==> src/rtl/rv32i_id_ex_stage.sv <==
// ID/EX pipeline register with load-use hazard detection, flush and hold; counts inserted bubbles.
// Latency 1 cycle ID->EX; o_stall_id backpressures PC/IF-ID combinationally, i_hold freezes all state.
module rv32i_id_ex_stage #(
   parameter int XLEN       = 32,
   parameter int REG_ADDR_W = 5,
   parameter int CNT_W      = 32
) (
   input  logic                  i_clk,
   input  logic                  i_rst,
   input  logic                  i_valid,
   input  logic [XLEN-1:0]       i_pc,
   input  logic [XLEN-1:0]       i_rs1_data,
   input  logic [XLEN-1:0]       i_rs2_data,
   input  logic [XLEN-1:0]       i_imm,
   input  logic [REG_ADDR_W-1:0] i_rs1_addr,
   input  logic [REG_ADDR_W-1:0] i_rs2_addr,
   input  logic [REG_ADDR_W-1:0] i_rd_addr,
   input  logic                  i_rs1_used,
   input  logic                  i_rs2_used,
   input  logic [2:0]            i_funct3,
   input  logic                  i_funct7_5,
   input  logic                  i_funct7_0,
   input  logic                  i_reg_write_en,
   input  logic                  i_mem_write_en,
   input  logic                  i_mem_read_en,
   input  logic                  i_mem_to_reg,
   input  logic                  i_alu_src_a,
   input  logic [1:0]            i_alu_src_b,
   input  logic                  i_hold,
   input  logic                  i_flush,
   output logic                  o_valid,
   output logic [XLEN-1:0]       o_pc,
   output logic [XLEN-1:0]       o_rs1_data,
   output logic [XLEN-1:0]       o_rs2_data,
   output logic [XLEN-1:0]       o_imm,
   output logic [REG_ADDR_W-1:0] o_rs1_addr,
   output logic [REG_ADDR_W-1:0] o_rs2_addr,
   output logic [REG_ADDR_W-1:0] o_rd_addr,
   output logic [2:0]            o_funct3,
   output logic                  o_funct7_5,
   output logic                  o_funct7_0,
   output logic                  o_reg_write_en,
   output logic                  o_mem_write_en,
   output logic                  o_mem_read_en,
   output logic                  o_mem_to_reg,
   output logic                  o_alu_src_a,
   output logic [1:0]            o_alu_src_b,
   output logic                  o_stall_id,
   output logic [CNT_W-1:0]      o_bubble_cnt
);

   typedef struct packed {
      logic                  valid;
      logic [XLEN-1:0]       pc;
      logic [XLEN-1:0]       rs1_data;
      logic [XLEN-1:0]       rs2_data;
      logic [XLEN-1:0]       imm;
      logic [REG_ADDR_W-1:0] rs1_addr;
      logic [REG_ADDR_W-1:0] rs2_addr;
      logic [REG_ADDR_W-1:0] rd_addr;
      logic [2:0]            funct3;
      logic                  funct7_5;
      logic                  funct7_0;
      logic                  reg_write_en;
      logic                  mem_write_en;
      logic                  mem_read_en;
      logic                  mem_to_reg;
      logic                  alu_src_a;
      logic [1:0]            alu_src_b;
   } id_ex_t;

   id_ex_t           ex_q;
   id_ex_t           id_d;
   logic [CNT_W-1:0] bubble_cnt_q;
   logic             haz;

   // A non-valid ID slot keeps its data fields but must never write anything downstream.
   always_comb begin
      id_d              = '0;
      id_d.valid        = i_valid;
      id_d.pc           = i_pc;
      id_d.rs1_data     = i_rs1_data;
      id_d.rs2_data     = i_rs2_data;
      id_d.imm          = i_imm;
      id_d.rs1_addr     = i_rs1_addr;
      id_d.rs2_addr     = i_rs2_addr;
      id_d.rd_addr      = i_rd_addr;
      id_d.funct3       = i_funct3;
      id_d.funct7_5     = i_funct7_5;
      id_d.funct7_0     = i_funct7_0;
      id_d.alu_src_a    = i_alu_src_a;
      id_d.alu_src_b    = i_alu_src_b;
      id_d.reg_write_en = i_valid & i_reg_write_en;
      id_d.mem_write_en = i_valid & i_mem_write_en;
      id_d.mem_read_en  = i_valid & i_mem_read_en;
      id_d.mem_to_reg   = i_valid & i_mem_to_reg;
   end

   always_comb begin
      haz = ex_q.valid & ex_q.mem_read_en & (ex_q.rd_addr != '0) & i_valid &
            ((i_rs1_used & (i_rs1_addr == ex_q.rd_addr)) |
             (i_rs2_used & (i_rs2_addr == ex_q.rd_addr)));
   end

   assign o_stall_id = haz & ~i_flush;

   always_ff @(posedge i_clk) begin
      if (i_rst) begin
         ex_q         <= '0;
         bubble_cnt_q <= '0;
      end else if (!i_hold) begin
         if (i_flush) begin
            ex_q <= '0;
         end else if (haz) begin
            ex_q <= '0;
            if (bubble_cnt_q != '1)
               bubble_cnt_q <= bubble_cnt_q + CNT_W'(1);
         end else begin
            ex_q <= id_d;
         end
      end
   end

   assign o_valid        = ex_q.valid;
   assign o_pc           = ex_q.pc;
   assign o_rs1_data     = ex_q.rs1_data;
   assign o_rs2_data     = ex_q.rs2_data;
   assign o_imm          = ex_q.imm;
   assign o_rs1_addr     = ex_q.rs1_addr;
   assign o_rs2_addr     = ex_q.rs2_addr;
   assign o_rd_addr      = ex_q.rd_addr;
   assign o_funct3       = ex_q.funct3;
   assign o_funct7_5     = ex_q.funct7_5;
   assign o_funct7_0     = ex_q.funct7_0;
   assign o_reg_write_en = ex_q.reg_write_en;
   assign o_mem_write_en = ex_q.mem_write_en;
   assign o_mem_read_en  = ex_q.mem_read_en;
   assign o_mem_to_reg   = ex_q.mem_to_reg;
   assign o_alu_src_a    = ex_q.alu_src_a;
   assign o_alu_src_b    = ex_q.alu_src_b;
   assign o_bubble_cnt   = bubble_cnt_q;

endmodule

==> config.mk <==
export PLATFORM = sky130hd
export DESIGN_NAME = rv32i_id_ex_stage
export DESIGN_NICKNAME = d
export VERILOG_FILES = /design/src/rtl/rv32i_id_ex_stage.sv
export SDC_FILE = /design/constraint.sdc
export NUM_CORES = 1
export LEC_CHECK = 0
export BUFFER_PORTS_ARGS = -buffer_cell sky130_fd_sc_hd__buf_2
export CORE_ASPECT_RATIO = 0.75
export CORE_MARGIN = 8
export CORE_UTILIZATION = 49
export DETAILED_ROUTE_END_ITERATION = 12
export MAX_ROUTING_LAYER = met4
export PLACE_DENSITY = 0.95
export SLEW_MARGIN = 40
export SYNTH_ARGS = -nofsm -noshare
export SYNTH_HDL_FRONTEND = slang
export SYNTH_SLANG_ARGS = --single-unit
==> constraint.sdc <==
create_clock -name i_clk -period 4 [get_ports i_clk]
set_input_delay 0.4 -clock i_clk [delete_from_list [all_inputs] [get_ports i_clk]]
set_output_delay 0.4 -clock i_clk [all_outputs]
set_load 0.02 [all_outputs]
==> impl_metrics.ini, run 1 <==
[outcome]
status = finished clean

[route]
routedWlPerCell_um = 19.1
ant_nets = 0
viasPerCell = 5.64
dr.pass1.iters = 6
routed_wl_um = 23700
vias = 6993
drt_iter0_markers = 530
drc_errors = 0

[clocking]
ctsResizeCount = 0
cts_made_buffers = 17
worstSkewPairLatency_ns = 0.42
cts_tree = yes
postCtsSetupBuffers = 0
clockBufferDepth = 2
hold_buffers = 0
cts_root_buf = clkbuf_16
clock_sinks = 188
cts.reportedPaths.clkPinSlew_ns = 0.07
htreeDepth = 4

[yosys]
seq_area_frac_synth = 0.547
postSynthCellCount = 738
async_reset_ff_frac = 0
ys_top_cells_by_count = 188 x dfxtp_1, 167 x nor2_1, 152 x a22oi_1
synth_top_flop_cell = dfxtp_1
synth_warnings = 0
yosysTopAreaCellShare = 0.547
netlist_area_sq_mm = 0.00688
synth.area.top_cells = dfxtp_1 55%, a22oi_1 17%, nor2_1 9.1%
syn-num-nets = 901
syn_avg_cell_area_sq_um = 9.33
ys_ff_latch = 188
synth_edf_count = 0
synth_most_common_cell = dfxtp_1
ys_types = 35
synth_top_area_cell = dfxtp_1

[floorplanning]
initial_core_util = 0.502
dieArea_sq_mm = 0.0181
ioPinCount = 351
die-width_um = 153
row_count = 37
die_y_um = 119
core_sq_mm = 0.0137

[timing]
finalClockSkew_ns = 0.0117
setup_tns_ns = 0
fin_hold_ws_ns = 0.210
fin_crit_sh = 0.649
fmax_mhz = 385
setup_slack_ns = 1.40
slew_headroom = 0.498
finalHoldViolCount = 0
fin_crit_ns = 2.60
setup_viol = 0
rsz0062_at_grt = no
slew_violations = 0
worst_slew_pin_slew_ns = 0.753

[grt]
grt_max_degree = 101
grt-ovfl-total = 0
antenna_found_initial = 1
grt_pass1_wl_um = 36200
grt_use_total = 0.256
first_global_vias = 6797

[critical_path]
crit_type = flip-flop to flip-flop
cp-start-kind = flip-flop
arrival_ns = 2.94
required_ns = 4.35
cp-end-kind = flip-flop
crit_fanout = 30

[final_layout]
area_growth_pct = 34.6
layout-drive-gt1-share = 0.370
nets = 1214
fin_area_sq_mm = 0.00926

[power]
p_leak_uw = 0.00427
total_power_uw = 4030
powerDensity_mw_per_mm2 = 435
ir_drop_uv = 421

[placement]
dpl_cell_area_sq_mm = 0.00867
post-place-ws_ns = 1.33
dpl.hpwl_um = 17400
gp_congestion = 0.877
io_buffers = 350

[run]
cap_violations = 0

[min_path]
hold_class = primary input to flip-flop
-- power by group --
part,switching (uW),total [uW],internal (uW)
clock network,743,1650,907
registers,33.3,1960,1930
logic,259,419,159
-- through the flow --
| stage | instances | utilization |
|---|---|---|
| floorplan | 738 | - |
| global placement | 1206 | 0.632 |
| detailed placement | 1207 | 0.633 |
| CTS | 1239 | 0.675 |
| global route | 1240 | 0.676 |
| finish | 1240 | 0.676 |
-- cells by family after synthesis --
logic type | Yosys count | synth area share
compound gates | 215 | 0.222
xor+xnor | 13 | 0.0165
fa+ha+maj | 1 | 0.00182
buf+inv | 62 | 0.0385
flops | 188 | 0.547
mux | 2 | 0.00309
simple gates | 257 | 0.171
-- cells in the final DEF (no fill, tap or decap), drive strengths merged --
cell	instances
a211o	1
a21oi	29
a22oi	152
a32oi	4
a41oi	1
and2	2
and3	5
and4	11
buf	355
bufinv	1
clkbuf	19
clkinv	3
clkinvlp	3
dfxtp	188
diode	1
ha	1
inv	7
mux2	1
mux2i	1
nand2	14
nand3	18
nand4	8
nor2	167
nor2b	1
nor3	2
o2111ai	1
o21ai	20
o22ai	1
o31ai	6
or2	3
or3	20
or4	6
xnor2	10
xor2	3
-- worst max-delay path: stages, from the launching register on --
cell and delay (ns):
dfxtp_1 0.44, xnor2_1 0.16, nand4_1 0.16, o22ai_4 0.38, o2111ai_4 0.44, buf_8 0.31, or4_1 0.47, a21oi_1 0.15
-- layer usage --
layer | vias to the layer above | track usage | share of wire
met5 | - | - | 0
met4 | 0 | 0.131 | 0.039
met2 | 358 | 0.430 | 0.49
met3 | 63 | 0.0724 | 0.078
met1 | 3258 | 0.276 | 0.39
li1 | 3314 | - | -
-- worst paths after layout --
path               startpoint          endpoint  slack [ns]  cells after the start
max              o_rd_addr[4]  o_bubble_cnt[11]        1.40                      7
min reg2reg  o_bubble_cnt[30]  o_bubble_cnt[30]        0.50                      2
min            i_rs1_data[16]    o_rs1_data[16]        0.21                      3
max reg2reg      o_rd_addr[4]  o_bubble_cnt[11]        1.40                      7
-- cell type report --
type / count / area (sq um)
Fill cell: 1060 / 4440
Sequential cell: 188 / 3760
Multi-Input combinational cell: 488 / 2870
Timing Repair Buffer: 355 / 1830
Clock buffer: 19 / 453
Tap cell: 175 / 219
Clock inverter: 13 / 129
Inverter: 1 / 3.75
Antenna cell: 1 / 2.50
Power figures use the tool's default switching activity.
==> inputs of run 2 (changes only) <==
--- a/config.mk
+++ b/config.mk
@@ -5,13 +5,14 @@
 export SDC_FILE = /design/constraint.sdc
 export NUM_CORES = 1
 export LEC_CHECK = 0
+export ABC_AREA = 1
 export BUFFER_PORTS_ARGS = -buffer_cell sky130_fd_sc_hd__buf_2
 export CORE_ASPECT_RATIO = 0.75
 export CORE_MARGIN = 8
-export CORE_UTILIZATION = 49
+export CORE_UTILIZATION = 47
 export DETAILED_ROUTE_END_ITERATION = 12
 export MAX_ROUTING_LAYER = met4
-export PLACE_DENSITY = 0.95
+export PLACE_DENSITY = 0.9
 export SLEW_MARGIN = 40
 export SYNTH_ARGS = -nofsm -noshare
 export SYNTH_HDL_FRONTEND = slang
==> constraint.sdc (replaced) <==
create_clock -name i_clk -period 2.7 [get_ports i_clk]
set_input_delay 0.27 -clock i_clk [delete_from_list [all_inputs] [get_ports i_clk]]
set_output_delay 0.27 -clock i_clk [all_outputs]
set_load 0.02 [all_outputs]
==> impl_metrics.ini, run 2 <==
[clocking]
clockBufferDepth = 2
cts_tree = yes
cts_root_buf = clkbuf_16
worstSkewPairLatency_ns = 0.43
cts.reportedPaths.clkPinSlew_ns = 0.08
ctsResizeCount = 0
postCtsSetupBuffers = 0
hold_buffers = 0
clock_sinks = 188
htreeDepth = 4
cts_made_buffers = 17

[yosys]
synth_top_area_cell = dfxtp_1
netlist_area_sq_mm = 0.00770
synth_most_common_cell = nand2_1
synth_top_flop_cell = dfxtp_1
async_reset_ff_frac = 0
synth_warnings = 0
ys_top_cells_by_count = 448 x nand2_1, 188 x a21oi_1, 188 x dfxtp_1
syn-num-nets = 1226
yosysTopAreaCellShare = 0.489
ys_ff_latch = 188
synth_edf_count = 0
postSynthCellCount = 1063
synth.area.top_cells = dfxtp_1 49%, nand2_1 22%, a21oi_1 12%
syn_avg_cell_area_sq_um = 7.24
ys_types = 26
seq_area_frac_synth = 0.489

[timing]
slew_headroom = 0.581
finalClockSkew_ns = 0.0150
fmax_mhz = 455
worst_slew_pin_slew_ns = 0.629
fin_crit_ns = 2.20
slew_violations = 0
fin_crit_sh = 0.815
finalHoldViolCount = 0
setup_tns_ns = 0
setup_viol = 0
rsz0062_at_grt = no

[power]
p_leak_uw = 0.00468
powerDensity_mw_per_mm2 = 589
ir_drop_uv = 426

[route]
vias = 8152
dr.pass1.iters = 5
drc_errors = 0
routed_wl_um = 25700
ant_nets = 0
routedWlPerCell_um = 16.0
viasPerCell = 5.08
drt_iter0_markers = 724

[run]
cap_violations = 0

[outcome]
status = finished clean

[grt]
antenna_found_initial = 5
first_global_vias = 7683
grt_use_total = 0.242
grt_max_degree = 102
grt_pass1_wl_um = 39400
grt-ovfl-total = 0

[critical_path]
critPathLaunch = o_bubble_cnt[0]
cp-start-kind = flip-flop
required_ns = 2.98
rr_worst_depth = 11
rr_startpoint = o_bubble_cnt[0]
cp-end-kind = flip-flop
crit_fanout = 23
crit_type = flip-flop to flip-flop
arrival_ns = 2.48

[min_path]
hold_path_depth = 3
hold_class = primary input to flip-flop
hp-start = i_pc[8]

[final_layout]
nets = 1542
stdcell_count = 1606
fin_area_sq_mm = 0.0101
layout-drive-gt1-share = 0.289
post-route-util = 0.632
mostFrequentLayoutCell = nand2_1
area_growth_pct = 31.4
final_cell_mix = 448 x nand2_1, 348 x buf_2, 188 x a21oi_1, 188 x dfxtp_1, 44 x nor2_1

[placement]
dp.cells = 1570
dpl.hpwl_um = 19000
dpl_cell_area_sq_mm = 0.00952
gp_congestion = 0.914
io_buffers = 350

[floorplanning]
ioPinCount = 351
die-width_um = 164
row_count = 40
die_y_um = 127
dieArea_sq_mm = 0.0208
initial_core_util = 0.481
core_sq_mm = 0.0160
run 2: cell count changes in the layout (fill, tap and decap cells not counted), moves of 20 or more:
cell     change
a21oi_1    +160
a22oi_1    -152
inv_1       +28
nand2_1    +434
nor2_1     -123
or3_1       -20
run 2: metrics by stage:
step                worst slack [ns]  power (uW)  hold WS, ns
floorplan                      0.773        3310        0.413
global placement               0.625        3560        0.439
detailed placement             0.552        3570        0.452
CTS                            0.518        6000       0.0612
global route                   0.349        6170       0.0619
finish                         0.501        5960       0.0777
run 2: power by group:
part           internal (uW)  switching (uW)
Clock                   1240            1210
Sequential              2860            43.5
Combinational            221             385
Total                   4320            1630
run 2: final timing paths:
kind                                          to  slack [ns]
worst max-delay path            o_bubble_cnt[12]        0.50
worst min-delay path                     o_pc[8]        0.08
worst max register to register  o_bubble_cnt[12]        0.50
worst min register to register    o_mem_write_en        0.46
run 2: area by class of cell:
cell class,instances,area (sq um)
fill,1435,5900
sequential,188,3760
tap,210,263
inverter,31,116
timing repair buffer,361,1910
clock buffer,18,429
antenna,5,12.5
clock inverter,13,151
multi-input combinational,780,3480
run 2: critical path: stages (launching register included):
cell      delay [ns]
dfxtp_1         0.43
ha_1            0.29
nand3_2         0.18
nor2_4          0.19
nand2_4         0.09
nor2_4          0.13
nand3b_4        0.09
nand2_4         0.20
nor2_4          0.14
buf_12          0.17
nand2_1         0.06
a21oi_1         0.06
run 2: kinds of logic after synthesis:
| kind of cell | synth area share |
|---|---|
| AO/OA/AOI/OAI | 0.144 |
| XOR/XNOR | 0.0205 |
| adder cells (fa/ha/maj) | 0.00163 |
| buffers and inverters | 0.0610 |
| flip-flops | 0.489 |
| AND/OR/NAND/NOR | 0.284 |
run 2: per-layer routing:
| metal | share of wire | track usage | vias to the layer above |
|---|---|---|---|
| li1 | - | - | 4043 |
| met1 | 0.37 | 0.260 | 3693 |
| met2 | 0.49 | 0.405 | 362 |
| met3 | 0.10 | 0.0827 | 54 |
| met4 | 0.030 | 0.0971 | 0 |
| met5 | 0 | - | - |
